**src/rtl/uart_pkg.sv**
```systemverilog
// Shared definitions for the UART receive buffer: entry layout and pending-commit FSM states.
package uart_pkg;
  localparam int UART_DATA_W = 8;
  localparam int UART_ENT_W  = 10;
  localparam int ENT_PAR     = 8;
  localparam int ENT_FRM     = 9;
  localparam int DLY_CNT_W   = 12;

  typedef enum logic {
    P_IDLE = 1'b0,
    P_WAIT = 1'b1
  } pend_state_e;
endpackage

```
**src/rtl/uart_fifo_mem.sv**
```systemverilog
// DEPTH x 10 storage with a synchronous write port and a registered synchronous read port.
module uart_fifo_mem
  import uart_pkg::*;
#(
  parameter int DEPTH  = 16,
  parameter int ADDR_W = 4
) (
  input  logic                  clk_i,
  input  logic                  rst_ni,
  input  logic                  wr_en_i,
  input  logic [ADDR_W-1:0]     wr_addr_i,
  input  logic [UART_ENT_W-1:0] wr_data_i,
  input  logic                  rd_en_i,
  input  logic [ADDR_W-1:0]     rd_addr_i,
  output logic [UART_ENT_W-1:0] rd_data_o
);
  logic [UART_ENT_W-1:0] mem_q [DEPTH];
  logic [UART_ENT_W-1:0] rd_data_q;

  always_ff @(posedge clk_i) begin
    if (wr_en_i) mem_q[wr_addr_i] <= wr_data_i;
  end

  // Read sees the pre-write contents when both ports hit the same slot (full FIFO).
  always_ff @(posedge clk_i or negedge rst_ni) begin
    if (!rst_ni)      rd_data_q <= '0;
    else if (rd_en_i) rd_data_q <= mem_q[rd_addr_i];
  end

  assign rd_data_o = rd_data_q;
endmodule

```
**src/rtl/uart_rx_fifo.sv**
```systemverilog
// UART receive buffer: holds each byte until its stop bit ends, then commits byte+flags to a FIFO.
// Optional macro UART_RX_FIFO_DROP_ERR_EN discards bytes carrying a parity or frame error.
module uart_rx_fifo
  import uart_pkg::*;
#(
  parameter int DEPTH      = 16,
  parameter int ADDR_W     = 4,
  parameter int COMMIT_DLY = 880
) (
  input  logic                   CLK,
  input  logic                   RST_N,
  input  logic [UART_DATA_W-1:0] RX_DATA,
  input  logic                   RX_DATA_RDY,
  input  logic                   PARITY_ERR,
  input  logic                   FRM_ERR,
  input  logic                   RD_EN,
  output logic [UART_DATA_W-1:0] RD_DATA,
  output logic                   RD_FRM_ERR,
  output logic                   RD_PAR_ERR,
  output logic                   RD_VALID,
  output logic                   EMPTY,
  output logic                   FULL,
  output logic [ADDR_W:0]        COUNT,
  output logic                   OVERFLOW,
  input  logic                   OVF_CLR,
  output pend_state_e            PEND_STATE
);
  pend_state_e           state_q, state_d;
  logic [ENT_FRM-1:0]    hold_q, hold_d;
  logic [DLY_CNT_W-1:0]  cnt_q, cnt_d;
  logic                  commit;
  logic                  wr_req, wr_ok, rd_ok;
  logic [ADDR_W:0]       wr_ptr_q, wr_ptr_d, rd_ptr_q, rd_ptr_d;
  logic                  ovf_q, ovf_d, rd_valid_q;
  logic [UART_ENT_W-1:0] wr_entry, rd_entry;

  always_ff @(posedge CLK or negedge RST_N) begin
    if (!RST_N) begin
      state_q <= P_IDLE;
      hold_q  <= '0;
      cnt_q   <= '0;
    end else begin
      state_q <= state_d;
      hold_q  <= hold_d;
      cnt_q   <= cnt_d;
    end
  end

  // A new byte arriving while one is pending forces the old one out early so nothing is lost.
  always_comb begin
    state_d = state_q;
    hold_d  = hold_q;
    cnt_d   = cnt_q;
    commit  = 1'b0;
    unique case (state_q)
      P_IDLE: begin
        if (RX_DATA_RDY) begin
          hold_d  = {PARITY_ERR, RX_DATA};
          cnt_d   = DLY_CNT_W'(COMMIT_DLY - 1);
          state_d = P_WAIT;
        end
      end
      P_WAIT: begin
        if (RX_DATA_RDY) begin
          commit = 1'b1;
          hold_d = {PARITY_ERR, RX_DATA};
          cnt_d  = DLY_CNT_W'(COMMIT_DLY - 1);
        end else if (cnt_q == '0) begin
          commit  = 1'b1;
          state_d = P_IDLE;
        end else begin
          cnt_d = cnt_q - DLY_CNT_W'(1);
        end
      end
      default: state_d = P_IDLE;
    endcase
  end

  assign wr_entry = {FRM_ERR, hold_q};

`ifdef UART_RX_FIFO_DROP_ERR_EN
  assign wr_req = commit && !FRM_ERR && !hold_q[ENT_PAR];
`else
  assign wr_req = commit;
`endif

  // Read handshake: RD_EN is a request sampled every clock; it is honoured only when the FIFO
  // is non-empty, and the head entry then appears on RD_* with RD_VALID=1 one clock later.
  assign EMPTY = (wr_ptr_q == rd_ptr_q);
  assign FULL  = (wr_ptr_q[ADDR_W] != rd_ptr_q[ADDR_W]) &&
                 (wr_ptr_q[ADDR_W-1:0] == rd_ptr_q[ADDR_W-1:0]);
  assign COUNT = wr_ptr_q - rd_ptr_q;
  assign rd_ok = RD_EN && !EMPTY;
  assign wr_ok = wr_req && (!FULL || rd_ok);

  always_comb begin
    wr_ptr_d = wr_ptr_q;
    rd_ptr_d = rd_ptr_q;
    ovf_d    = ovf_q;
    if (wr_ok) wr_ptr_d = wr_ptr_q + (ADDR_W+1)'(1);
    if (rd_ok) rd_ptr_d = rd_ptr_q + (ADDR_W+1)'(1);
    if (OVF_CLR)              ovf_d = 1'b0;
    else if (wr_req && !wr_ok) ovf_d = 1'b1;
  end

  always_ff @(posedge CLK or negedge RST_N) begin
    if (!RST_N) begin
      wr_ptr_q   <= '0;
      rd_ptr_q   <= '0;
      ovf_q      <= 1'b0;
      rd_valid_q <= 1'b0;
    end else begin
      wr_ptr_q   <= wr_ptr_d;
      rd_ptr_q   <= rd_ptr_d;
      ovf_q      <= ovf_d;
      rd_valid_q <= rd_ok;
    end
  end

  uart_fifo_mem #(
    .DEPTH  (DEPTH),
    .ADDR_W (ADDR_W)
  ) u_mem (
    .clk_i     (CLK),
    .rst_ni    (RST_N),
    .wr_en_i   (wr_ok),
    .wr_addr_i (wr_ptr_q[ADDR_W-1:0]),
    .wr_data_i (wr_entry),
    .rd_en_i   (rd_ok),
    .rd_addr_i (rd_ptr_q[ADDR_W-1:0]),
    .rd_data_o (rd_entry)
  );

  assign RD_DATA    = rd_entry[UART_DATA_W-1:0];
`ifdef UART_RX_FIFO_DROP_ERR_EN
  assign RD_FRM_ERR = 1'b0;
  assign RD_PAR_ERR = 1'b0;
`else
  assign RD_FRM_ERR = rd_entry[ENT_FRM];
  assign RD_PAR_ERR = rd_entry[ENT_PAR];
`endif
  assign RD_VALID   = rd_valid_q;
  assign OVERFLOW   = ovf_q;
  assign PEND_STATE = state_q;
endmodule

```
**config.mk**
```make
export PLATFORM = sky130hd
export DESIGN_NAME = uart_rx_fifo
export DESIGN_NICKNAME = d
export VERILOG_FILES = /design/src/rtl/uart_pkg.sv /design/src/rtl/uart_fifo_mem.sv /design/src/rtl/uart_rx_fifo.sv
export SDC_FILE = /design/constraint.sdc
export NUM_CORES = 1
export LEC_CHECK = 0
export BUFFER_PORTS_ARGS = -buffer_cell sky130_fd_sc_hd__buf_2
export CAP_MARGIN = 20
export CORE_MARGIN = 5
export CORE_UTILIZATION = 25
export CTS_BUF_LIST = sky130_fd_sc_hd__clkbuf_16
export DETAILED_ROUTE_END_ITERATION = 10
export PLACE_DENSITY = 0.39
export RECOVER_POWER = 50
export SLEW_MARGIN = 20
export SYNTH_ARGS = -nofsm -noshare
export SYNTH_HDL_FRONTEND = slang
export SYNTH_SLANG_ARGS = --single-unit
```
**constraint.sdc**
```tcl
create_clock -name CLK -period 3.4 [get_ports CLK]
set_clock_uncertainty 0.2 [all_clocks]
set_input_delay 0.34 -clock CLK [delete_from_list [all_inputs] [get_ports CLK]]
set_output_delay 0.34 -clock CLK [all_outputs]
set_load 0.05 [all_outputs]
```
==> results.cfg, run 1 <==
[yosys]
synth_edf_count = 160
avgSynthCellArea_um2 = 16.8
syn-num-nets = 523
ys_warn_count = 0
synth_common_cells = 160 x edfxtp_1, 44 x dfrtp_1, 40 x mux2i_1
yosysSeqAreaShare_pct = 71.0
synthTopCellsByArea = edfxtp_1 58%, dfrtp_1 13%, mux4_2 5.4%, mux2i_1 4.8%, ha_1 1.7%
ys_types = 51
ys.flop_type = edfxtp_1
synth-seq-cells = 204
synth_top_area_cell = edfxtp_1
syn_area_um2 = 8320
synth.most_common_cell = edfxtp_1
async_flop_share_pct = 21.6
synth_top_area_share_pct = 57.8
synth_cells = 496

[cells_and_area]
fin_nets = 588
seqCellArea_um2 = 5910
antenna_cells = 0
layout-drive-gt1-share_pct = 21.2
areaGrowthSynthToFinish_pct = 20.3
final_util_pct = 30.6
final_area_um2 = 10000
multiInputGateArea_um2 = 2270
fillers = 3250

[clocking]
cts_max_path_buffers = 3
cts_num_sinks = 204
post_cts_resized = 0
path_clk_slew_ns = 0.06
htreeDepth = 1
numCtsBuffers = 23
clock_latency_ns = 0.49
cts_tree = built
root_buffer = clkbuf_16

[worst_setup_path]
start_kind = register
required_ns = 3.34
worstPathArrival_ns = 3.10
worstSetupPathType = reg -> reg
crit_path_max_fanout = 10
cp-end-kind = register

[detailed_routing]
dr.pass1.iters = 5
wl_um = 20200
vias_per_cell = 4.35
drtIter0Drc = 287
top_layer = met4
vias = 4432
met3_length_um = 1040
wirelength_met1_um = 9360
met2WireLength_um = 9380
antenna_left = 0
drc = 0
wire_per_inst_um = 19.8

[power_and_ir_drop]
p_leak_nw = 3.42
combPwrFrac_pct = 32.7
irDropWorstVdd_mv = 0.368
p_clk_share_pct = 29.0
seqPwrFrac_pct = 38.3
p_per_area_nw_per_um2 = 874
switchingPower_mw = 3.10
p_int_mw = 5.65
p_total_mw = 8.75
sw_frac_of_total_pct = 35.4

[floorplanning]
die_h_um = 192
io_pins = 35
dieArea_um2 = 37000
core_area_um2 = 32700
rows = 66
start_util_pct = 25.4
die_x_um = 192

[placement]
globalplace.congestion = 0.736
hpwl_um = 13500
port_buffers = 34
placed_cell_area_um2 = 9130

[timing]
worst_slew_pin_slew_ns = 2.18
final_max_slew_viol_count = 34
max_slew_margin_pct = -45.4
max_freq_mhz = 316
period_share_pct = 93.1
rsz0062_at_grt = no
fin_crit_ns = 3.17
fin_setup_tns_ns = 0
hold_viol = 0
setup_viol = 0

[job]
maxCapViolations = 1

[grt]
track_usage_pct = 11.0
grt_pass1_wl_um = 30100
grt_start_max_net_pins = 43
antenna_found_initial = 0
grt_overflow = 0
grt_pass1_vias = 4612

[hold_path]
hp-class = in -> reg

[outcome]
status = complete, but fails checks
violations = max-capacitance violations, max-slew violations
-- through the flow --
step,worst slack [ns],instances,hold slack (ns)
after floorplan,0.246,496,-0.156
final,0.235,1018,0.0328
after global placement,0.312,967,0.297
after detailed placement,0.252,967,0.302
after global routing,0.102,1018,0.0641
after CTS,0.232,1018,0.0223
-- placed cells by master, fill, tap and decap left out, types with 10 or more instances in the layout --
| cell type | instances |
|---|---|
| edfxtp_1 | 160 |
| dfrtp_1 | 43 |
| mux2i_1 | 40 |
| buf_2 | 31 |
| nor2_1 | 24 |
| clkbuf_16 | 23 |
| mux4_2 | 20 |
| o22ai_1 | 20 |
| inv_1 | 14 |
| nand2_1 | 14 |
| and2_1 | 14 |
| buf_4 | 13 |
| xnor2_1 | 12 |
| ha_1 | 11 |
| dlygate4sd3_1 | 11 |
| a22oi_1 | 10 |
| a31oi_1 | 10 |
| mux2_2 | 10 |
-- metal layers --
metal  vias to the layer above  GRT usage, %
met2                       101          17.5
met3                        23          1.77
met5                         -             0
met1                      2242          15.7
li1                       2066             -
met4                         0          2.91
-- timing repair --
action | in CTS | in global routing
setup buffers | 0 | 0
endpoints found under the hold margin | 42 | 0
hold buffers | 11 | 0
-- flip-flops by register name, indices dropped and copies added (netlist names) --
| register | flops |
|---|---|
| cnt_q | 12 |
| wr_ptr_q | 5 |
| hold_q | 9 |
| u_mem.mem_q | 160 |
| RD_VALID | 1 |
| OVERFLOW | 1 |
| rd_ptr_q | 5 |
| u_mem.rd_data_o | 10 |
| PEND_STATE | 1 |
-- power groups by stage --
stage / clock [mW] / sequential [mW] / combinational [mW]
global placement: 0 / 3.41 / 2.90
CTS: 2.61 / 3.36 / 2.92
detailed placement: 0 / 3.41 / 2.90
floorplan: 0 / 3.48 / 1.90
global route: 2.72 / 3.40 / 3.07
finish: 2.54 / 3.35 / 2.86
-- final timing paths --
check | startpoint | end | slack (ns) | depth (start not counted)
max | cnt_q[0]$_DFFE_PN0P_ | u_mem.mem_q[5][4]$_DFFE_PP_ | 0.23 | 6
min in group asynchronous | RST_N | cnt_q[11]$_DFFE_PN0P_ | 0.81 | 2
max reg2reg | cnt_q[0]$_DFFE_PN0P_ | u_mem.mem_q[5][4]$_DFFE_PP_ | 0.23 | 6
min | RX_DATA_RDY | cnt_q[10]$_DFFE_PN0P_ | 0.03 | 2
max in group asynchronous | RST_N | rd_ptr_q[1]$_DFFE_PN0P_ | 0.63 | 2
min reg2reg | OVERFLOW$_DFFE_PN0P_ | OVERFLOW$_DFFE_PN0P_ | 0.31 | 2
-- worst max-delay path: stages, from the launching register on --
cell and delay (ns):
dfrtp_1 0.39, inv_1 0.12, ha_1 0.18, or4b_1 0.55, o31a_1 0.45, nor4b_2 0.43
and2_1 0.48
-- area by class of cell --
type	instances	share of cell area [%]
timing repair buffer	63	4.57
inverter	13	0.487
sequential	204	59.0
multi-input combinational	256	22.6
tap	442	5.52
clock buffer	23	5.75
clock inverter	17	2.00
-- logic make-up (layout without fill, tap and decap cells) --
logic type      after synthesis  after routing  synth area share [%]
compound gates               64             64                  5.17
buf+inv                      36            116                  1.83
xor+xnor                     19             19                  2.00
flops                       204            204                  71.0
simple gates                 91             91                  6.53
mux                          70             70                  11.6
fa+ha+maj                    12             12                  1.90
Note: power is estimated with default switching activity, not from simulation.
==> run 2, diff against run 1 <==
--- a/config.mk
+++ b/config.mk
@@ -11,6 +11,7 @@
 export CORE_UTILIZATION = 25
 export CTS_BUF_LIST = sky130_fd_sc_hd__clkbuf_16
 export DETAILED_ROUTE_END_ITERATION = 10
+export HOLD_SLACK_MARGIN = 0.05
 export PLACE_DENSITY = 0.39
 export RECOVER_POWER = 50
 export SLEW_MARGIN = 20
==> results.cfg, run 2 (same netlist as run 1, synthesis figures left out) <==
[job]
maxCapViolations = 1

[grt]
antenna_found_initial = 0
grt_pass1_wl_um = 30100
grt_pass1_vias = 4629
grt_overflow = 0
grt_start_max_net_pins = 43
track_usage_pct = 11.0

[detailed_routing]
vias_per_cell = 4.34
wire_per_inst_um = 19.9
antenna_left = 0
drtIter0Drc = 298
vias = 4424
wl_um = 20200
drc = 0
dr.pass1.iters = 4

[timing]
setup_viol = 0
rsz0062_at_grt = no
final_max_slew_viol_count = 34
max_slew_margin_pct = -44.7
fin_crit_ns = 3.17
worst_slew_pin_slew_ns = 2.17
max_freq_mhz = 316
fin_setup_tns_ns = 0
period_share_pct = 93.1
hold_viol = 0

[cells_and_area]
fillers = 3249
largest_register = u_mem.mem_q
layout_common_cells = 160 x edfxtp_1, 43 x dfrtp_1, 40 x mux2i_1
seqCellArea_um2 = 5910
fin_cells = 1019
areaGrowthSynthToFinish_pct = 20.5
fin_nets = 589
multiInputGateArea_um2 = 2270
antenna_cells = 0
final_util_pct = 30.6
largest_reg_flops = 160
final_common_cell = edfxtp_1
layout-drive-gt1-share_pct = 21.1

[worst_setup_path]
crit_path_max_fanout = 10
cp-end-kind = register
r2r_start = cnt_q[0]$_DFFE_PN0P_
r2r_slack_ns = 0.23
required_ns = 3.34
start_kind = register
path_buf_inv = 1
cp_top_family = simple AND/OR/NAND/NOR gates
worstSetupPathType = reg -> reg
r2r-end = u_mem.mem_q[6][1]$_DFFE_PP_
cpMaxStageDelayCell = or4b_1
path_cells = inv_1, ha_1, or4b_1, o31a_1, nor4b_2, and2_1
worstPathArrival_ns = 3.10
slowest_delay_ns = 0.55
rr_worst_depth = 6

[outcome]
violations = max-capacitance violations, max-slew violations
status = complete, but fails checks

[clocking]
post_cts_resized = 0
numCtsBuffers = 23
cts_num_sinks = 204
htreeDepth = 1
ctsHoldBuffers = 12
path_clk_slew_ns = 0.06
root_buffer = clkbuf_16
cts_max_path_buffers = 3
cts_tree = built
post_cts_buffers = 0
clock_latency_ns = 0.49

[placement]
globalplace.congestion = 0.736
placed_cells = 967
hpwl_um = 13500
port_buffers = 34

[floorplanning]
die_h_um = 192
dieArea_um2 = 37000
die_x_um = 192
rows = 66
io_pins = 35
core_area_um2 = 32700
start_util_pct = 25.4

[hold_path]
min-delay-start = RD_EN
hold_depth = 3
hp-class = in -> reg
min_to = RD_VALID$_DFF_PN0_

[power_and_ir_drop]
irDropWorstVdd_mv = 0.368
p_total_mw = 8.75
p_per_area_nw_per_um2 = 873
p_leak_nw = 3.42
==> run 2: changes by cell type in the layout (fill, tap and decap cells not counted), sizes merged <==
cell	previous run	this run
dlygate4sd3	11	12
==> run 2: metal layers <==
layer / global-route usage, % / wire (um) / share of wire, % / vias up
met1: 15.7 / 9470 / 47 / 2236
li1: - / - / - / 2070
met3: 1.77 / 935 / 4.6 / 23
met2: 17.5 / 9420 / 47 / 95
met4: 2.91 / 408 / 2.0 / 0
met5: 0 / 0 / 0 / -
==> run 2: power by group <==
group / switching [mW] / internal [mW] / leakage (nW)
Sequential: 0.278 / 3.07 / 1.95
Clock: 0.943 / 1.60 / 0.390
Combinational: 1.88 / 0.979 / 1.09
Total: 3.10 / 5.65 / 3.42
==> run 2: through the flow <==
stage	hold WS [ns]	setup slack, ns	instance area (um^2)
finish	0.165	0.234	10000
global route	0.160	0.102	10000
CTS	0.0953	0.232	10000
detailed placement	0.302	0.252	9130
global placement	0.297	0.312	9130
floorplan	-0.156	0.246	8330
==> run 2: worst reg2reg max path, cell delays in order, from the launching register on <==
cell	delay, ns
dfrtp_1	0.39
inv_1	0.12
ha_1	0.18
or4b_1	0.55
o31a_1	0.45
nor4b_2	0.43
and2_1	0.48
==> run 2: area by class of cell <==
cell class | instances | area share, %
Clock inverter | 17 | 2.00
Inverter | 13 | 0.487
Timing Repair Buffer | 64 | 4.67
Clock buffer | 23 | 5.74
Sequential cell | 204 | 59.0
Multi-Input combinational cell | 256 | 22.6
Tap cell | 442 | 5.52
==> run 2: worst max-delay path by stage <==
stage / start / endpoint / slack (ns) / depth (start not counted)
global placement: cnt_q[0]$_DFFE_PN0P_ / u_mem.mem_q[6][0]$_DFFE_PP_ / 0.31 / 6
global route: RST_N / rd_ptr_q[1]$_DFFE_PN0P_ / 0.10 / 2
finish: cnt_q[0]$_DFFE_PN0P_ / u_mem.mem_q[6][1]$_DFFE_PP_ / 0.23 / 6
detailed placement: cnt_q[0]$_DFFE_PN0P_ / u_mem.mem_q[6][8]$_DFFE_PP_ / 0.25 / 6
CTS: cnt_q[0]$_DFFE_PN0P_ / u_mem.mem_q[6][0]$_DFFE_PP_ / 0.23 / 6
floorplan: rd_ptr_q[1]$_DFFE_PN0P_ / u_mem.mem_q[12][0]$_DFFE_PP_ / 0.25 / 9
